## src/rtl/alu_hilo.sv

```systemverilog
// alu_hilo: iterative multiply/divide unit that owns the HI/LO registers.
// It runs MULT/MULTU/DIV/DIVU over 32 iterations and writes MTHI/MTLO in one cycle.
// Ports:
//   clk, rst          clock (rising edge) and asynchronous active-low reset
//   op_valid, op      op request: 0 NOP, 1 MULT, 2 MULTU, 3 DIV, 4 DIVU, 5 MTHI, 6 MTLO, 7 NOP
//   src_a, src_b      rs / rt operands
//   flush             abort the in-flight op and drop any op presented this cycle
//   busy              unit occupied (decoded from the state register)
//   done              one-cycle pulse after the HI/LO result write
//   hi, lo            HI/LO registers
module alu_hilo (
    input  logic        clk,
    input  logic        rst,
    input  logic        op_valid,
    input  logic [2:0]  op,
    input  logic [31:0] src_a,
    input  logic [31:0] src_b,
    input  logic        flush,
    output logic        busy,
    output logic        done,
    output logic [31:0] hi,
    output logic [31:0] lo
);

    localparam int unsigned W  = 32;
    localparam int unsigned CW = 5;
    localparam logic [CW-1:0] LAST_ITER = CW'(W - 1);

    localparam logic [2:0] OP_MULT  = 3'd1;
    localparam logic [2:0] OP_MULTU = 3'd2;
    localparam logic [2:0] OP_DIV   = 3'd3;
    localparam logic [2:0] OP_DIVU  = 3'd4;
    localparam logic [2:0] OP_MTHI  = 3'd5;
    localparam logic [2:0] OP_MTLO  = 3'd6;

    typedef enum logic [1:0] {
        S_IDLE   = 2'd0,
        S_CALC   = 2'd1,
        S_FINISH = 2'd2
    } state_e;

    state_e              state_q, state_d;
    logic [CW-1:0]       counter_q, counter_d;
    logic [2*W-1:0]      acc_q, acc_d;       // mult: {partial, multiplier}; div: {remainder, quotient}
    logic [W-1:0]        opnd_q, opnd_d;     // multiplicand or divisor magnitude
    logic [W-1:0]        raw_a_q, raw_a_d;   // unmodified dividend, returned in HI on divide by zero
    logic                is_div_q, is_div_d;
    logic                res_neg_q, res_neg_d;
    logic                dvd_neg_q, dvd_neg_d;
    logic                div_zero_q, div_zero_d;
    logic [W-1:0]        hi_q, hi_d;
    logic [W-1:0]        lo_q, lo_d;
    logic                done_q, done_d;

    logic                accept_c;
    logic                start_md_c;
    logic                signed_op_c;
    logic                a_neg_c;
    logic                b_neg_c;
    logic [W-1:0]        mag_a_c;
    logic [W-1:0]        mag_b_c;
    logic [W:0]          mult_sum_c;
    logic [2*W:0]        div_shift_c;
    logic [W+1:0]        div_diff_c;
    logic [2*W-1:0]      prod_c;
    logic [W-1:0]        quot_c;
    logic [W-1:0]        rem_c;

    assign hi   = hi_q;
    assign lo   = lo_q;
    assign done = done_q;

    // Request decode and operand magnitudes for the accept edge
    always_comb begin
        accept_c    = (state_q == S_IDLE) && op_valid && !flush;
        start_md_c  = accept_c && (op == OP_MULT || op == OP_MULTU ||
                                   op == OP_DIV  || op == OP_DIVU);
        signed_op_c = (op == OP_MULT) || (op == OP_DIV);
        a_neg_c     = signed_op_c && src_a[W-1];
        b_neg_c     = signed_op_c && src_b[W-1];
        mag_a_c     = a_neg_c ? (~src_a + W'(1)) : src_a;
        mag_b_c     = b_neg_c ? (~src_b + W'(1)) : src_b;
    end

    // One iteration step for each algorithm, plus final sign correction
    always_comb begin
        mult_sum_c  = {1'b0, acc_q[2*W-1:W]} + (acc_q[0] ? {1'b0, opnd_q} : (W+1)'(0));
        div_shift_c = {acc_q, 1'b0};
        div_diff_c  = {1'b0, div_shift_c[2*W:W]} - {2'b00, opnd_q};
        prod_c      = res_neg_q ? (~acc_q + (2*W)'(1)) : acc_q;
        quot_c      = res_neg_q ? (~acc_q[W-1:0] + W'(1)) : acc_q[W-1:0];
        rem_c       = dvd_neg_q ? (~acc_q[2*W-1:W] + W'(1)) : acc_q[2*W-1:W];
    end

    // State register
    always_ff @(posedge clk or negedge rst) begin
        if (!rst) begin
            state_q <= S_IDLE;
        end else begin
            state_q <= state_d;
        end
    end

    // Next-state logic; flush overrides everything
    always_comb begin
        state_d = state_q;
        if (flush) begin
            state_d = S_IDLE;
        end else begin
            case (state_q)
                S_IDLE:   if (start_md_c) state_d = S_CALC;
                S_CALC:   if (counter_q == LAST_ITER) state_d = S_FINISH;
                S_FINISH: state_d = S_IDLE;
                default:  state_d = S_IDLE;
            endcase
        end
    end

    // FSM outputs
    always_comb begin
        busy = (state_q != S_IDLE);
    end

    // Datapath next-state
    always_comb begin
        counter_d  = counter_q;
        acc_d      = acc_q;
        opnd_d     = opnd_q;
        raw_a_d    = raw_a_q;
        is_div_d   = is_div_q;
        res_neg_d  = res_neg_q;
        dvd_neg_d  = dvd_neg_q;
        div_zero_d = div_zero_q;
        hi_d       = hi_q;
        lo_d       = lo_q;
        done_d     = 1'b0;

        if (flush) begin
            counter_d = '0;
        end else begin
            case (state_q)
                S_IDLE: begin
                    if (accept_c && op == OP_MTHI) hi_d = src_a;
                    if (accept_c && op == OP_MTLO) lo_d = src_a;
                    if (start_md_c) begin
                        is_div_d   = (op == OP_DIV) || (op == OP_DIVU);
                        res_neg_d  = a_neg_c ^ b_neg_c;
                        dvd_neg_d  = a_neg_c;
                        div_zero_d = (src_b == '0);
                        raw_a_d    = src_a;
                        counter_d  = '0;
                        if ((op == OP_DIV) || (op == OP_DIVU)) begin
                            acc_d  = {{W{1'b0}}, mag_a_c};
                            opnd_d = mag_b_c;
                        end else begin
                            acc_d  = {{W{1'b0}}, mag_b_c};
                            opnd_d = mag_a_c;
                        end
                    end
                end
                S_CALC: begin
                    counter_d = counter_q + CW'(1);
                    if (is_div_q) begin
                        // Restoring step: keep the trial difference when it did not borrow
                        if (!div_diff_c[W+1]) begin
                            acc_d = {div_diff_c[W-1:0], div_shift_c[W-1:1], 1'b1};
                        end else begin
                            acc_d = div_shift_c[2*W-1:0];
                        end
                    end else begin
                        acc_d = {mult_sum_c, acc_q[W-1:1]};
                    end
                end
                S_FINISH: begin
                    counter_d = '0;
                    done_d    = 1'b1;
                    if (!is_div_q) begin
                        hi_d = prod_c[2*W-1:W];
                        lo_d = prod_c[W-1:0];
                    end else if (div_zero_q) begin
                        hi_d = raw_a_q;
                        lo_d = {W{1'b1}};
                    end else begin
                        hi_d = rem_c;
                        lo_d = quot_c;
                    end
                end
                default: counter_d = '0;
            endcase
        end
    end

    // Datapath registers
    always_ff @(posedge clk or negedge rst) begin
        if (!rst) begin
            counter_q  <= '0;
            acc_q      <= '0;
            opnd_q     <= '0;
            raw_a_q    <= '0;
            is_div_q   <= 1'b0;
            res_neg_q  <= 1'b0;
            dvd_neg_q  <= 1'b0;
            div_zero_q <= 1'b0;
            hi_q       <= '0;
            lo_q       <= '0;
            done_q     <= 1'b0;
        end else begin
            counter_q  <= counter_d;
            acc_q      <= acc_d;
            opnd_q     <= opnd_d;
            raw_a_q    <= raw_a_d;
            is_div_q   <= is_div_d;
            res_neg_q  <= res_neg_d;
            dvd_neg_q  <= dvd_neg_d;
            div_zero_q <= div_zero_d;
            hi_q       <= hi_d;
            lo_q       <= lo_d;
            done_q     <= done_d;
        end
    end

endmodule

```

## config.mk

```make
export PLATFORM = sky130hd
export DESIGN_NAME = alu_hilo
export DESIGN_NICKNAME = d
export VERILOG_FILES = /design/src/rtl/alu_hilo.sv
export SDC_FILE = /design/constraint.sdc
export NUM_CORES = 1
export LEC_CHECK = 0
export BUFFER_PORTS_ARGS = -buffer_cell sky130_fd_sc_hd__buf_2
export CAP_MARGIN = 25
export CELL_PAD_IN_SITES_DETAIL_PLACEMENT = 0
export CELL_PAD_IN_SITES_GLOBAL_PLACEMENT = 1
export CORE_ASPECT_RATIO = 0.75
export CORE_MARGIN = 2
export CORE_UTILIZATION = 46
export DETAILED_ROUTE_END_ITERATION = 8
export MAX_ROUTING_LAYER = met4
export PLACE_DENSITY_LB_ADDON = 0.2
export SYNTH_ARGS = -nofsm -noshare
export SYNTH_HDL_FRONTEND = slang
export SYNTH_SLANG_ARGS = --single-unit
```

## constraint.sdc

```tcl
create_clock -name clk -period 4.63 [get_ports clk]
set_input_delay 0.926 -clock clk [delete_from_list [all_inputs] [get_ports clk]]
set_output_delay 0.926 -clock clk [all_outputs]
set_load 0.05 [all_outputs]
```

==> results_tabular.tex <==
\begin{tabular}{lr}
\hline
Metric & Value \\
\hline
\multicolumn{2}{l}{\textbf{Outcome}} \\
\quad Result of the run & finished, final reports clean \\
\multicolumn{2}{l}{\textbf{Placed design}} \\
\quad Worst-case setup slack after placement & 0.6934 ns \\
\quad Final weighted congestion in routability-driven placement & 0.9836 \\
\quad IO Port Bufs & 136 \\
\quad Instance count after placement with tap cells included & 2776 \\
\quad Detailed placement HPWL & 51.04 mm \\
\multicolumn{2}{l}{\textbf{Layout}} \\
\quad Final-layout fill cell count & 3601 \\
\quad Number of antenna cells inserted & 0 \\
\quad Area occupied by multi-input gates & 0.01116 mm2 \\
\quad Final standard cell count with taps included and fillers excluded & 2821 \\
\quad Area growth, synth to finish & 12.22\% \\
\quad Proportion of layout cells with a drive suffix above 1 & 0.1157 \\
\quad Area taken by flip-flops and latches & 0.005110 mm2 \\
\quad Number of nets in the layout & 2442 \\
\quad Finished Core Util & 0.5207 \\
\multicolumn{2}{l}{\textbf{Worst setup path}} \\
\quad Startpoint types & register \\
\quad Startpoint of the worst-slack reg-to-reg timing path & acc\_q[32]\$\_DFFE\_PN0P\_ \\
\quad Cell type of the slowest stage on the worst timing path & sky130\_fd\_sc\_hd\_\_or4b\_1 \\
\quad Worst path required time & 5.06 ns \\
\quad Largest driver fanout on the critical path & 9 \\
\quad Worst setup path class & register to register \\
\quad Setup slack of the worst register-to-register path & 0.73 ns \\
\quad R2R cell count & 11 \\
\quad Arrival time at the worst endpoint & 4.34 ns \\
\quad Peak per-stage delay on the critical path & 0.58 ns \\
\quad Crit path capture type & register \\
\quad Cell breakdown of the critical path & inv\_1 > ha\_1 > or3b\_2 > or4b\_1 > nand3b\_1 > or4\_1 > or2\_2 > o21ai\_1 > xnor2\_1 > o2111ai\_1 > nand3\_1 \\
\quad Endpoint of the lowest-slack register-to-register path & hi[24]\$\_DFFE\_PN0P\_ \\
\multicolumn{2}{l}{\textbf{Timing}} \\
\quad Fin Setup TNS & 0 ns \\
\quad Final count of pins violating max slew & 0 \\
\quad Final period util & 0.8431 \\
\quad Normalized max-slew margin & 0.2834 \\
\quad Hold Fails Final Rpt & 0 \\
\quad Final count of negative-setup-slack endpoints & 0 \\
\quad Achievable Freq & 256.2 MHz \\
\quad RSZ-0062 raised after global routing & false \\
\quad Post-layout min period & 3.903 ns \\
\quad Post-Route Skew & 0.02916 ns \\
\quad Final worst slack & 0.7266 ns \\
\quad Worst Tran Pin Value & 1.071 ns \\
\multicolumn{2}{l}{\textbf{Floorplan}} \\
\quad Die height & 171.0 um \\
\quad Die area & 0.03876 mm2 \\
\quad Num ports & 137 \\
\quad Core Rows & 61 \\
\quad Starting utilization of the core area & 0.4640 \\
\quad Chip Width & 226.7 um \\
\quad CORE AREA & 0.03686 mm2 \\
\multicolumn{2}{l}{\textbf{Clock tree}} \\
\quad Hold\_buf cts & 0 \\
\quad Clock latency of the later-clocked register in the worst-skew pair & 0.57 ns \\
\quad Inserted Clock Buffers & 25 \\
\quad Clock-pin slew reported for the worst setup and hold paths after clock tree synthesis & 0.07 ns \\
\quad PostCTS Resize Cnt & 0 \\
\quad CTS sink count & 204 \\
\quad Postcts setup bufs & 0 \\
\quad Number of buffers between clock root and the deepest sink & 3 \\
\quad Clock tree from TritonCTS & yes \\
\quad Root Buffer & sky130\_fd\_sc\_hd\_\_clkbuf\_16 \\
\quad H-tree levels & 1 \\
\multicolumn{2}{l}{\textbf{Job}} \\
\quad Number of maximum-capacitance constraint violations & 0 \\
\multicolumn{2}{l}{\textbf{Synth}} \\
\quad Synth Warn \# & 0 \\
\quad Largest family of logic cells by synthesized area & compound AO/OA/AOI/OAI gates \\
\quad Mux cell area share after synthesis & 0.03789 \\
\quad Fraction of the mapped netlist area in simple logic gates & 0.2099 \\
\quad Post-synth net total & 2395 \\
\quad Post-synthesis sequential element count & 204 \\
\quad Adder and majority gate portion of the synthesized area & 0.05355 \\
\quad Post-Syn Area & 0.01710 mm2 \\
\quad Post-synthesis xor/xnor area fraction & 0.09217 \\
\quad Async set-reset flop share out of synthesis & 1.000 \\
\quad Compound-cell area share of the yosys netlist & 0.2563 \\
\quad Cell types occupying the most area after synthesis & sky130\_fd\_sc\_hd\_\_dfrtp\_1, sky130\_fd\_sc\_hd\_\_nand2\_1, sky130\_fd\_sc\_hd\_\_o21ai\_0, sky130\_fd\_sc\_hd\_\_xnor2\_1, sky130\_fd\_sc\_hd\_\_ha\_1 \\
\quad Number of enable flip-flop cells after synthesis & 0 \\
\quad Most used flip-flop cell after synthesis & sky130\_fd\_sc\_hd\_\_dfrtp\_1 \\
\quad Post-synthesis sequential area ratio & 0.2985 \\
\quad Area share of the leading cell type in the synthesized netlist & 0.2985 \\
\quad Library cell with the largest summed area after synthesis & sky130\_fd\_sc\_hd\_\_dfrtp\_1 \\
\quad Distinct cells, synth & 74 \\
\quad Mean instance size in the synthesized netlist & 7.595 um2 \\
\quad Number of standard cells after synthesis & 2252 \\
\multicolumn{2}{l}{\textbf{Global routing}} \\
\quad Total grt overflow & 0 \\
\quad GR met2 Demand/Resource & 0.4813 \\
\quad Met3 Track Usage GR & 0.08329 \\
\quad Via count of the first global-routing pass & 16020 \\
\quad Overall fraction of global-route tracks in use & 0.3561 \\
\quad Pin count of the biggest net entering global routing & 88 \\
\quad Initial antenna violation count & 1 \\
\quad Wire length of the first global-routing pass & 101.4 mm \\
\quad Most utilized layer in the global route result & met1 \\
\quad Routing usage on met1 & 0.5287 \\
\multicolumn{2}{l}{\textbf{Routing}} \\
\quad Number of remaining DRC errors & 0 \\
\quad Count of nets left with antenna violations after detail routing & 0 \\
\quad DR pass1 iterations & 6 \\
\quad Vias per cell & 6.251 \\
\quad Post-detailed-routing wire length & 67.90 mm \\
\quad Count of routing violations after the opening detailed-route iteration & 1973 \\
\quad Average wire per standard cell & 24.07 um \\
\quad Via count of the routed design & 17630 \\
\multicolumn{2}{l}{\textbf{Power}} \\
\quad Worst IR drop on VDD & 0.3129 mV \\
\quad Overall Power & 11670 uW \\
\quad Leakage dissipation & 0.008340 uW \\
\quad Power density over the cells & 608.1 mW/mm2 \\
\multicolumn{2}{l}{\textbf{Worst hold path}} \\
\quad Worst Hold Class & primary input to asynchronous set/reset pin \\
\hline
\end{tabular}
[area by class of cell]
type                       count  area share
clock buffer                  27     0.03350
clock inverter                18     0.01428
inverter                      64     0.01252
multi-input combinational   1815      0.5816
sequential                   204      0.2662
tap                          504     0.03285
timing repair buffer         189     0.05906
[placed cells by master (no fill, tap or decap), types with 25 or more instances in the layout]
master and instances:
sky130_fd_sc_hd__a21o_1 32, sky130_fd_sc_hd__or3_1 26, sky130_fd_sc_hd__nor3_1 30, sky130_fd_sc_hd__nor2_1 181, sky130_fd_sc_hd__o31ai_1 39, sky130_fd_sc_hd__o21ai_0 217
sky130_fd_sc_hd__clkbuf_16 25, sky130_fd_sc_hd__xor2_1 58, sky130_fd_sc_hd__inv_1 64, sky130_fd_sc_hd__mux2i_1 58, sky130_fd_sc_hd__buf_4 49, sky130_fd_sc_hd__dfrtp_1 202
sky130_fd_sc_hd__nand2_1 368, sky130_fd_sc_hd__nand3_1 56, sky130_fd_sc_hd__ha_1 70, sky130_fd_sc_hd__o22ai_1 44, sky130_fd_sc_hd__xnor2_1 122, sky130_fd_sc_hd__a21oi_1 159
sky130_fd_sc_hd__buf_2 135, sky130_fd_sc_hd__o211ai_1 40
[report_power, final]
part           internal (uW)  switching (uW)
sequential              2300             812
combinational           2290            4000
clock                   1390             885
total                   5980            5690
[Yosys cell counts (14+ instances only)]
master,number
sky130_fd_sc_hd__a21o_1,32
sky130_fd_sc_hd__a21oi_1,159
sky130_fd_sc_hd__a31oi_1,24
sky130_fd_sc_hd__buf_1,21
sky130_fd_sc_hd__clkbuf_1,145
sky130_fd_sc_hd__dfrtp_1,204
sky130_fd_sc_hd__ha_1,70
sky130_fd_sc_hd__inv_1,64
sky130_fd_sc_hd__mux2i_1,58
sky130_fd_sc_hd__nand2_1,368
sky130_fd_sc_hd__nand2b_1,21
sky130_fd_sc_hd__nand3_1,56
sky130_fd_sc_hd__nand4_1,14
sky130_fd_sc_hd__nor2_1,181
sky130_fd_sc_hd__nor3_1,31
sky130_fd_sc_hd__nor4_1,18
sky130_fd_sc_hd__o211ai_1,40
sky130_fd_sc_hd__o21ai_0,217
sky130_fd_sc_hd__o221ai_1,18
sky130_fd_sc_hd__o22ai_1,44
sky130_fd_sc_hd__o31ai_1,39
sky130_fd_sc_hd__or3_1,26
sky130_fd_sc_hd__xnor2_1,122
sky130_fd_sc_hd__xor2_1,58
[through the flow]
| stage | cell area, um2 | hold slack (ns) |
|---|---|---|
| after global placement | 18260 | 0.4529 |
| after CTS | 19190 | 0.3709 |
| after floorplan | 17100 | 0.4401 |
| after global routing | 19190 | 0.4002 |
| after detailed placement | 18280 | 0.4580 |
| final | 19190 | 0.3484 |
[worst max-delay path: cells and delay by family, from the launching register on]
kind / cells / cell delay, ns
xor+xnor: 1 / 0.08
flops: 1 / 0.50
compound gates: 2 / 0.44
fa+ha+maj: 1 / 0.18
buf+inv: 1 / 0.16
simple gates: 6 / 2.42
[kinds of logic (layout without fill, tap and decap cells)]
logic type	after synthesis	after routing
mux	64	64
buf+inv	233	298
simple gates	797	797
compound gates	702	702
flops	204	204
fa+ha+maj	72	72
xor+xnor	180	180
[routing by layer]
layer,part of all wire,vias up
li1,-,8137
met1,0.47,8540
met2,0.40,858
met3,0.11,98
met4,0.025,0
met5,0,-
[worst max path at each step]
stage / startpoint / slack (ns) / endpoint / depth (start not counted)
floorplan: src_a[11] / 1.08 / acc_q[22]$_DFFE_PN0P_ / 9
global placement: src_a[13] / 0.69 / acc_q[22]$_DFFE_PN0P_ / 9
detailed placement: src_a[13] / 0.69 / acc_q[22]$_DFFE_PN0P_ / 9
CTS: acc_q[32]$_DFFE_PN0P_ / 0.79 / hi[24]$_DFFE_PN0P_ / 11
global route: acc_q[31]$_DFFE_PN0P_ / 0.49 / acc_q[40]$_DFFE_PN0P_ / 13
finish: acc_q[32]$_DFFE_PN0P_ / 0.73 / hi[24]$_DFFE_PN0P_ / 11
[registers in the layout (all words and copies together) (netlist names), 2 cells and up]
name       cells
acc_q         64
counter_q      5
hi            32
lo            32
opnd_q        32
raw_a_q       32
state_q        2
Power figures use the tool's default switching activity.
